==> src/rtl/bnn_pkg.sv <==
// Shared opcodes, mem_op codes and FSM encoding for the BNN program sequencer.
// Instruction format: opcode in [15:11], register/immediate fields below.
package bnn_pkg;

    localparam int INST_W = 16;

    localparam logic [4:0] OP_NOP  = 5'b00000;
    localparam logic [4:0] OP_LDL  = 5'b00001;
    localparam logic [4:0] OP_LDH  = 5'b00010;
    localparam logic [4:0] OP_ADDI = 5'b00011;
    localparam logic [4:0] OP_CMP  = 5'b00100;
    localparam logic [4:0] OP_JMP  = 5'b00101;
    localparam logic [4:0] OP_CORE = 5'b00110;
    localparam logic [4:0] OP_MEM  = 5'b00111;
    localparam logic [4:0] OP_WAIT = 5'b01000;
    localparam logic [4:0] OP_HALT = 5'b11111;

    localparam logic [1:0] MEM_WEIGHT = 2'b00;
    localparam logic [1:0] MEM_BIAS   = 2'b01;
    localparam logic [1:0] MEM_IMAGE  = 2'b10;
    localparam logic [1:0] MEM_STORE  = 2'b11;

    typedef enum logic [2:0] {
        S_IDLE,
        S_FETCH,
        S_LATCH,
        S_EXEC,
        S_ISSUE,
        S_WAITC,
        S_HALT,
        S_STALL
    } state_e;

endpackage

==> src/rtl/bnn_seq_regfile.sv <==
// General register file for the sequencer: one write port, two
// combinational read ports, asynchronously cleared.
module bnn_seq_regfile #(
    parameter int DATA_W = 16,
    parameter int NREG   = 8,
    localparam int AW    = (NREG > 1) ? $clog2(NREG) : 1
) (
    input  logic              clk,
    input  logic              rst,
    input  logic              we,
    input  logic [AW-1:0]     waddr,
    input  logic [DATA_W-1:0] wdata,
    input  logic [AW-1:0]     raddr_a,
    output logic [DATA_W-1:0] rdata_a,
    input  logic [AW-1:0]     raddr_b,
    output logic [DATA_W-1:0] rdata_b
);

    logic [DATA_W-1:0] regs_q [NREG];

    always_ff @(posedge clk or posedge rst) begin
        if (rst) begin
            for (int i = 0; i < NREG; i++) regs_q[i] <= '0;
        end else if (we) begin
            regs_q[waddr] <= wdata;
        end
    end

    assign rdata_a = regs_q[raddr_a];
    assign rdata_b = regs_q[raddr_b];

endmodule

==> src/rtl/bnn_seq_ctrl.sv <==
// BNN processing-unit program sequencer: fetch/latch/exec with core and data-SRAM issue.
// Optional single-step gating via macro BNN_SEQ_STEP_EN (adds input step).
module bnn_seq_ctrl
    import bnn_pkg::*;
#(
    parameter int DATA_W = 16,
    parameter int NREG   = 8,
    parameter int PC_W   = 10
) (
    input  logic              clk,
    input  logic              rst,
`ifdef BNN_SEQ_STEP_EN
    input  logic              step,
`endif
    input  logic              start,
    output logic              busy,
    output logic              done,
    output logic              err,
    output logic              imem_en,
    output logic [PC_W-1:0]   imem_addr,
    input  logic [INST_W-1:0] imem_rdata,
    output logic              core_valid,
    input  logic              core_ready,
    output logic [10:0]       core_op,
    output logic [DATA_W-1:0] core_arg,
    input  logic              core_busy,
    output logic              mem_valid,
    input  logic              mem_ready,
    output logic [1:0]        mem_op,
    output logic [DATA_W-1:0] mem_addr
);

    localparam int AW = (NREG > 1) ? $clog2(NREG) : 1;
    localparam logic [DATA_W-1:0] LO_MASK = DATA_W'(16'h00FF);
    localparam logic [DATA_W-1:0] HI_MASK = DATA_W'(16'hFF00);

    state_e            state_q, state_d;
    logic [PC_W-1:0]   pc_q, pc_d, pc_inc;
    logic [INST_W-1:0] ir_q, ir_d;
    logic              flag_q, flag_d;
    logic              err_q, err_d;

    logic [4:0]        opc;
    logic [7:0]        imm;
    logic [AW-1:0]     rs_idx, rb_idx;
    logic [DATA_W-1:0] rs_val, rb_val, wdata;
    logic              we, is_core, hs, fetch_ok;
    state_e            resume;

    assign opc     = ir_q[15:11];
    assign imm     = ir_q[7:0];
    assign rs_idx  = ir_q[8 +: AW];
    assign is_core = (opc == OP_CORE);
    // Port B serves both r0 for core_arg and inst[8:6] for mem_addr
    assign rb_idx  = is_core ? '0 : ir_q[6 +: AW];
    assign pc_inc  = pc_q + PC_W'(1);

`ifdef BNN_SEQ_STEP_EN
    assign fetch_ok = step;
`else
    assign fetch_ok = 1'b1;
`endif
    assign resume = fetch_ok ? S_FETCH : S_STALL;

    bnn_seq_regfile #(
        .DATA_W (DATA_W),
        .NREG   (NREG)
    ) u_regfile (
        .clk     (clk),
        .rst     (rst),
        .we      (we),
        .waddr   (rs_idx),
        .wdata   (wdata),
        .raddr_a (rs_idx),
        .rdata_a (rs_val),
        .raddr_b (rb_idx),
        .rdata_b (rb_val)
    );

    assign busy       = (state_q != S_IDLE);
    assign done       = (state_q == S_HALT);
    assign err        = err_q;
    assign imem_en    = (state_q == S_FETCH);
    assign imem_addr  = pc_q;
    assign core_valid = (state_q == S_ISSUE) && is_core;
    assign mem_valid  = (state_q == S_ISSUE) && !is_core;
    assign core_op    = core_valid ? ir_q[10:0] : '0;
    assign core_arg   = core_valid ? rb_val : '0;
    assign mem_op     = mem_valid ? ir_q[10:9] : '0;
    assign mem_addr   = mem_valid ? rb_val : '0;
    assign hs         = (core_valid && core_ready) || (mem_valid && mem_ready);

    always_comb begin
        state_d = state_q;
        pc_d    = pc_q;
        ir_d    = ir_q;
        flag_d  = flag_q;
        err_d   = err_q;
        we      = 1'b0;
        wdata   = rs_val;
        unique case (state_q)
            S_IDLE: begin
                if (start) begin
                    state_d = S_FETCH;
                    pc_d    = '0;
                    err_d   = 1'b0;
                end
            end
            S_FETCH: state_d = S_LATCH;
            S_LATCH: begin
                ir_d    = imem_rdata;
                state_d = S_EXEC;
            end
            S_EXEC: begin
                state_d = resume;
                pc_d    = pc_inc;
                case (opc)
                    OP_NOP: ;
                    OP_LDL: begin
                        we    = 1'b1;
                        wdata = (rs_val & ~LO_MASK) | DATA_W'(imm);
                    end
                    OP_LDH: begin
                        we    = 1'b1;
                        wdata = (rs_val & ~HI_MASK)
                              | ((DATA_W'(imm) << 8) & HI_MASK);
                    end
                    OP_ADDI: begin
                        we    = 1'b1;
                        wdata = rs_val + DATA_W'($signed(imm));
                    end
                    OP_CMP: flag_d = (rs_val > DATA_W'(imm));
                    OP_JMP: begin
                        if (flag_q) pc_d = pc_q - PC_W'(ir_q[10:0]);
                    end
                    OP_CORE, OP_MEM: begin
                        state_d = S_ISSUE;
                        pc_d    = pc_q;
                    end
                    OP_WAIT: begin
                        state_d = S_WAITC;
                        pc_d    = pc_q;
                    end
                    OP_HALT: begin
                        state_d = S_HALT;
                        pc_d    = pc_q;
                    end
                    default: begin
                        state_d = S_IDLE;
                        pc_d    = pc_q;
                        err_d   = 1'b1;
                    end
                endcase
            end
            S_ISSUE: begin
                if (hs) begin
                    pc_d    = pc_inc;
                    state_d = resume;
                end
            end
            S_WAITC: begin
                if (!core_busy) begin
                    pc_d    = pc_inc;
                    state_d = resume;
                end
            end
            S_HALT: state_d = S_IDLE;
            S_STALL: begin
                if (fetch_ok) state_d = S_FETCH;
            end
        endcase
    end

    always_ff @(posedge clk or posedge rst) begin
        if (rst) begin
            state_q <= S_IDLE;
            pc_q    <= '0;
            ir_q    <= '0;
            flag_q  <= 1'b0;
            err_q   <= 1'b0;
        end else begin
            state_q <= state_d;
            pc_q    <= pc_d;
            ir_q    <= ir_d;
            flag_q  <= flag_d;
            err_q   <= err_d;
        end
    end

endmodule
==> config.mk <==
export PLATFORM = sky130hd
export DESIGN_NAME = bnn_seq_ctrl
export DESIGN_NICKNAME = d
export VERILOG_FILES = /design/src/rtl/bnn_pkg.sv /design/src/rtl/bnn_seq_regfile.sv /design/src/rtl/bnn_seq_ctrl.sv
export SDC_FILE = /design/constraint.sdc
export NUM_CORES = 1
export LEC_CHECK = 0
export CAP_MARGIN = 20
export CORE_MARGIN = 2
export CORE_UTILIZATION = 54
export DETAILED_ROUTE_END_ITERATION = 16
export PLACE_DENSITY = 0.85
export SLEW_MARGIN = 30
export SYNTH_ARGS = -nofsm -noshare
export SYNTH_HDL_FRONTEND = slang
export SYNTH_HIERARCHICAL = 1
export SYNTH_SLANG_ARGS = --single-unit
==> constraint.sdc <==
create_clock -name clk -period 4.49 [get_ports clk]
set_input_delay 0.898 -clock clk [delete_from_list [all_inputs] [get_ports clk]]
set_output_delay 0.898 -clock clk [all_outputs]
set_load 0.005 [all_outputs]
==> results.json, run 1 <==
{
  "library_cell_occupying_the_most_area_in_the_post_synthesis_netlist": "dfrtp_1",
  "timing.setup.critical_path_class": "reg -> out",
  "wl_per_cell_um": 23.2,
  "grt_use_met1_pct": 38.1,
  "fmax_mhz": 233,
  "first_pass_iters": 6,
  "place.port_buffers": 82,
  "multiInputGateArea_mm2": 0.00617,
  "period_needed_ps": 4280,
  "ant_nets": 0,
  "synth-main-ff-cell": "dfrtp_1",
  "synth.cell_area_mm2": 0.0106,
  "synth-seq-area-share_pct": 37.7,
  "slew-limit-headroom_pct": 37.6,
  "tritoncts": "yes",
  "groute.usage.overall_pct": 28.8,
  "synth_area_leaders": "dfrtp_1 38%, mux2_2 17%, mux4_1 11%",
  "placement.setup.worst_slack_ps": 80.7,
  "yosys.area.top_type_share_pct": 37.7,
  "antenna_cells": 0,
  "cp.required_ps": 3590,
  "clock_insertion_delay_worst_skew_ps": 450,
  "grt_antenna_before_repair": 0,
  "dpl.hpwl_mm": 18.6,
  "ys_types": 68,
  "drive_above_1_share_pct": 29.3,
  "fin_worst_skew_ps": 9.90,
  "total_placed_instance_area_mm2": 0.0117,
  "worst_pin_slew_ps": 933,
  "synthesis.instances": 855,
  "routed_wl_mm": 28.3,
  "gr-usage-met2_pct": 45.8,
  "clock-root-buffer": "clkbuf_16",
  "setup.worst_path.start_class": "flip-flop",
  "max_cap_viol_count": 0,
  "syn_avg_cell_area_um2": 12.3,
  "global_route_wire_length_before_repair_mm": 44.7,
  "initial_core_utilization_pct": 54.6,
  "boundary_pin_count": 83,
  "synthToLayoutAreaGrowth_pct": 17.1,
  "synthesis.yosys.warnings": 6,
  "detail_route.vias_per_cell": 6.46,
  "chipWidth_um": 144,
  "asyncSetResetFlopFracSynth_pct": 100,
  "finish.instance_area_mm2": 0.0124,
  "cts.reportedPaths.clkPinSlew_ps": 70,
  "gp_congestion": 0.975,
  "floorplan.rows": 51,
  "drt_first_iter_violations": 676,
  "final.fill_count": 1382,
  "grt_pass1_vias": 7926,
  "clk_path_buf_depth": 2,
  "setup_viol": 0,
  "cts_max_level": 4,
  "clkSinkCount": 159,
  "grt.busiest_layer": "met2",
  "dr_drc_count": 0,
  "setup_tns_ps": 0,
  "synth.cells.most_frequent": "159 x dfrtp_1, 159 x mux2_2, 51 x o21ai_0, 47 x and2_1, 46 x mux4_1",
  "edff_count_synth": 0,
  "die_height_um": 144,
  "core_area_mm2": 0.0193,
  "part_of_the_cycle_the_worst_path_needs_pct": 95.4,
  "cts_made_buffers": 17,
  "rsz0062_at_grt": "no",
  "syn_nets": 912,
  "final_max_slew_viol_count": 0,
  "vias": 7902,
  "timing.hold.worst.class": "reg -> reg",
  "grtUsageMet3_pct": 6.30,
  "post-route-worst-setup-slack_ps": 205,
  "layout.nets": 1002,
  "endpoint_kind": "primary output",
  "crit_arrival_ps": 3390,
  "synth_seq_cells": 159,
  "power.leakage_uw": 0.00581,
  "globalRouteOverflowTotal": 0,
  "holdWs_ps": 509,
  "power-per-cell-area_mw_per_mm2": 447,
  "vdd_drop_max_v": 0.000300,
  "grt_start_max_net_pins": 75,
  "outcome": "finished clean",
  "hold_violations": 0,
  "layout.area.seq_mm2": 0.00398,
  "critical_path_peak_fanout": 13,
  "fp.dieArea_mm2": 0.0207
}
-- state kept, by name (all words and copies together), names as in the netlist --
name / flops
imem_addr: 10
err: 1
ir_q: 16
u_regfile/regs_q: 128
state_q: 3
flag_q: 1
-- per-stage QoR --
stage | util [%] | power [uW] | std cells
floorplan | - | 3440 | 855
detailed placement | 60.4 | 3980 | 1178
CTS | 63.3 | 5410 | 1211
finish | 63.9 | 5530 | 1223
global placement | 60.2 | 3890 | 1177
global route | 63.9 | 5800 | 1223
-- path summary, 6_finish.rpt --
path                       cells past startpoint                                 to  slack, ps            startpoint
max reg2reg                                   13  u_regfile/regs_q[110]$_DFFE_PP0P_        260  ir_q[10]$_DFFE_PP0P_
min                                            2                    err$_DFFE_PP0P_        510       err$_DFFE_PP0P_
min in group asynchronous                      2               ir_q[10]$_DFFE_PP0P_        750                   rst
min reg2reg                                    2                    err$_DFFE_PP0P_        510       err$_DFFE_PP0P_
max                                            9                        mem_addr[5]        210  ir_q[14]$_DFFE_PP0P_
max in group asynchronous                      3    u_regfile/regs_q[4]$_DFFE_PP0P_       2800                   rst
-- layout make-up --
cell class              instances  share of cell area (%)
clock buffers                  18                    3.55
clock inverters                14                   0.962
inverters                      26                   0.830
multi-input cells             614                    49.9
flip-flops and latches        159                    32.2
well taps                     265                    2.68
repair buffers                127                    9.84
-- metal layers --
layer	part of all wire [%]	vias to the layer above
met3	7.8	102
li1	-	3425
met5	0	-
met4	3.7	0
met2	48	413
met1	41	3962
-- cells in the final DEF, fill, tap and decap left out, types with 8 or more instances in the layout --
master | netlist | final
mux2_2 | 159 | 159
dfrtp_1 | 159 | 157
clkdlybuf4s50_1 | 0 | 82
and2_1 | 47 | 47
o21ai_0 | 51 | 47
mux4_1 | 46 | 46
buf_4 | 10 | 41
nand2_1 | 36 | 36
ha_1 | 33 | 33
a21oi_1 | 33 | 32
nor2_1 | 29 | 26
inv_1 | 26 | 25
mux4_2 | 18 | 18
clkbuf_16 | 0 | 17
xnor2_1 | 16 | 16
nor2b_1 | 14 | 13
nor3_1 | 12 | 11
mux2_1 | 10 | 10
and3_1 | 9 | 9
inv_6 | 0 | 9
nand3_1 | 8 | 8
-- logic make-up (layout without fill, tap and decap cells) --
logic type                 count (synthesis)  count (layout)  share of synthesized area [%]
muxes                                    235             235                           33.6
DFF                                      159             159                           37.7
AOI/OAI and AO/OA                        130             130                           7.42
buffers and inverters                     83             185                           4.74
adders and majority gates                 35              35                           4.29
and+or+nand+nor                          192             193                           10.5
xor gates and xnor gates                  21              21                           1.74
-- what timing repair did --
| item | 4_1_cts | 5_1_grt |
|---|---|---|
| setup buffers | 0 | 12 |
| pin swaps | 1 | 3 |
| resized for setup | 1 | 4 |
| endpoints found under the setup margin | 22 | 44 |
| cloned | 1 | 0 |
| hold buffers | 0 | 0 |
-- critical path: stages, from the launching register on --
cell and delay (ps):
dfrtp_1 450, or2_4 200, nor3_4 50, buf_12 140, buf_4 150, nor2_4 490
mux4_2 570, mux2_2 300, and2_1 140, clkdlybuf4s50_1 440
-- power breakdown --
group	total, uW	switching [uW]	internal [uW]
sequential	1780	216	1560
combinational	2360	1330	1030
clock	1390	652	741
total	5530	2190	3340
Note: power is estimated with default switching activity, not from simulation.
==> inputs of run 2 (changes only) <==
Settings changed: CORE_UTILIZATION 54 to 50, PLACE_DENSITY 0.85 to 0.8.
==> run 2 against run 1 <==
Compared with the run above: global-route usage fell by 3.9 points; routed wire length fell by 6.0%; utilization fell by 4.6 points; hold slack got worse by 1.2 ps; cell area rose by 0.29%; critical path depth did not move; worst setup slack got worse by 41 ps; via count fell by 4.2%; clock power rose by 11%; register-to-register slack improved by 40 ps; power rose by 1.4%; critical endpoint is now mem_addr[3]; highest routed layer unchanged.
==> results.json, run 2 (synthesized netlist as in run 1, its figures left out) <==
{
  "clock-root-buffer": "clkbuf_16",
  "setup_viol": 0,
  "clkPwrFrac_pct": 27.5,
  "setup_tns_ps": 0,
  "rr_worst_depth": 12,
  "timing.critical_path.max_delay_family": "simple AND/OR/NAND/NOR gates",
  "dr_drc_count": 0,
  "max_cap_viol_count": 0,
  "r2r_setup_slack_ps": 300,
  "hold_violations": 0,
  "place.port_buffers": 82,
  "chipWidth_um": 149,
  "cts_made_buffers": 17,
  "ant_nets": 0,
  "synthToLayoutAreaGrowth_pct": 17.5,
  "worst_pin_slew_ps": 930,
  "boundary_pin_count": 83,
  "final_max_slew_viol_count": 0,
  "timing.hold.worst.class": "reg -> reg",
  "holdCritStartpoint": "u_regfile/regs_q[120]$_DFFE_PP0P_",
  "groute.usage.overall_pct": 25.0,
  "p_int_uw": 3520,
  "drive_above_1_share_pct": 28.5,
  "top_register": "u_regfile/regs_q",
  "tritoncts": "yes",
  "grt_start_max_net_pins": 74,
  "crit-reg2reg-capture": "u_regfile/regs_q[78]$_DFFE_PP0P_",
  "dpl.hpwl_mm": 18.2,
  "fmax_mhz": 231,
  "grt_antenna_before_repair": 0,
  "floorplan.rows": 53,
  "part_of_the_cycle_the_worst_path_needs_pct": 96.3,
  "clkSinkCount": 159,
  "vias": 7571,
  "cts_max_level": 4,
  "fin_worst_skew_ps": 8.82,
  "clk_path_buf_depth": 2,
  "clock_insertion_delay_worst_skew_ps": 430,
  "design_power_total_uw": 5610,
  "crit_arrival_ps": 3430,
  "routed_wl_mm": 26.6,
  "r2r_start": "ir_q[10]$_DFFE_PP0P_",
  "path_cells": "or2_4, nor3_4, nor2_4, buf_16, buf_4, mux4_1, mux2_2, and2_1, clkdlybuf4s50_1",
  "period_needed_ps": 4330,
  "rsz0062_at_grt": "no",
  "most-common-layout-cells": "159 x mux2_2, 157 x dfrtp_1, 82 x clkdlybuf4s50_1",
  "gp_congestion": 0.942,
  "setup.worst_path.start_class": "flip-flop",
  "grt_pass1_vias": 7754,
  "power.leakage_uw": 0.00580,
  "outcome": "finished clean",
  "drt_first_iter_violations": 749,
  "fp.dieArea_mm2": 0.0223,
  "hold_end": "u_regfile/regs_q[120]$_DFFE_PP0P_",
  "startpoint": "ir_q[14]$_DFFE_PP0P_",
  "power-per-cell-area_mw_per_mm2": 452,
  "antenna_cells": 0,
  "slew-limit-headroom_pct": 37.8,
  "worst_path_max_delay_cell": "mux4_1",
  "globalRouteOverflowTotal": 0,
  "die_height_um": 149,
  "total_placed_instance_area_mm2": 0.0117,
  "peak_per_stage_delay_on_the_critical_path_ps": 540,
  "critical_path_peak_fanout": 18,
  "largest_register_ffs": 128,
  "cts.reportedPaths.clkPinSlew_ps": 60,
  "initial_core_utilization_pct": 50.5,
  "timing.setup.critical_path_class": "reg -> out",
  "layout.nets": 996,
  "global_route_wire_length_before_repair_mm": 42.8,
  "first_pass_iters": 5,
  "finish.instance_area_mm2": 0.0124,
  "worst_hold_path.num_cells": 1,
  "detail_route.vias_per_cell": 6.18,
  "layout.cells.most_common": "mux2_2",
  "vdd_drop_max_v": 0.000248,
  "p_comb_share_pct": 40.5,
  "p_seq_share_pct": 32.0,
  "ctsHoldBuffers": 0,
  "power.share.switching_pct": 37.1,
  "cp_num_buf_inv": 3,
  "cp.required_ps": 3590,
  "endpoint_kind": "primary output",
  "total_switching_power_uw": 2080,
  "core_area_mm2": 0.0209,
  "wl_per_cell_um": 21.7
}
## run 2: cell count changes in the layout (fill, tap and decap cells not counted), moves of 2 or more
cell,before,now
inv_6,9,2
buf_4,41,35
inv_8,2,0
bufinv_16,0,4
clkbuf_1,0,2
## run 2: metal layers
layer  vias up  GRT usage (%)  share of wire, %
met3        60           5.17               5.7
met2       266           39.9                47
li1       3403              -                 -
met5         -              0                 0
met1      3842           33.7                44
met4         0           9.67               3.4
## run 2: cell type report
cell class | instances | area, um2
fillers | 1657 | 8490
multi-input cells | 613 | 6160
flip-flops and latches | 159 | 3980
repair buffers | 122 | 1190
clock buffers | 21 | 460
well taps | 275 | 344
clock inverters | 9 | 158
inverters | 26 | 100
## run 2: repair_timing
item / CTS / global route
setup endpoints to repair: 0 / 37
hold endpoints to repair: 0 / 0
gates resized for setup: 0 / 5
buffers inserted: 0 / 2
## run 2: worst max path at each step
stage / end / slack [ps] / depth (start not counted)
after floorplan: u_regfile/regs_q[0]$_DFFE_PP0P_ / 180 / 1
after global placement: u_regfile/regs_q[110]$_DFFE_PP0P_ / 140 / 14
after detailed placement: u_regfile/regs_q[62]$_DFFE_PP0P_ / 50 / 14
after CTS: u_regfile/regs_q[94]$_DFFE_PP0P_ / 6 / 13
after global routing: u_regfile/regs_q[78]$_DFFE_PP0P_ / 40 / 12
final: mem_addr[3] / 160 / 9
## run 2: stage by stage
step | std cells | utilization [%] | setup slack [ps] | hold WS, ps
detailed placement | 1193 | 56.2 | 49.8 | 492
global route | 1225 | 59.3 | 37.7 | 527
CTS | 1223 | 59.2 | 5.58 | 506
global placement | 1192 | 56.1 | 140 | 478
floorplan | 855 | - | 179 | 465
finish | 1225 | 59.3 | 165 | 508
## run 2: power by group through the flow
stage               clock network [uW]  registers [uW]  logic [uW]
finish                            1540            1790        2270
global route                      1620            1810        2450
CTS                               1560            1800        2220
detailed placement                   0            1830        2210
global placement                     0            1820        2140
floorplan                            0            1690        1750
==> inputs of run 3 (changes only) <==
Settings changed: HOLD_SLACK_MARGIN set to 0.06.
==> results of run 3 <==
Same layout as run 2: the final DEF is identical, and so are final timing and power.
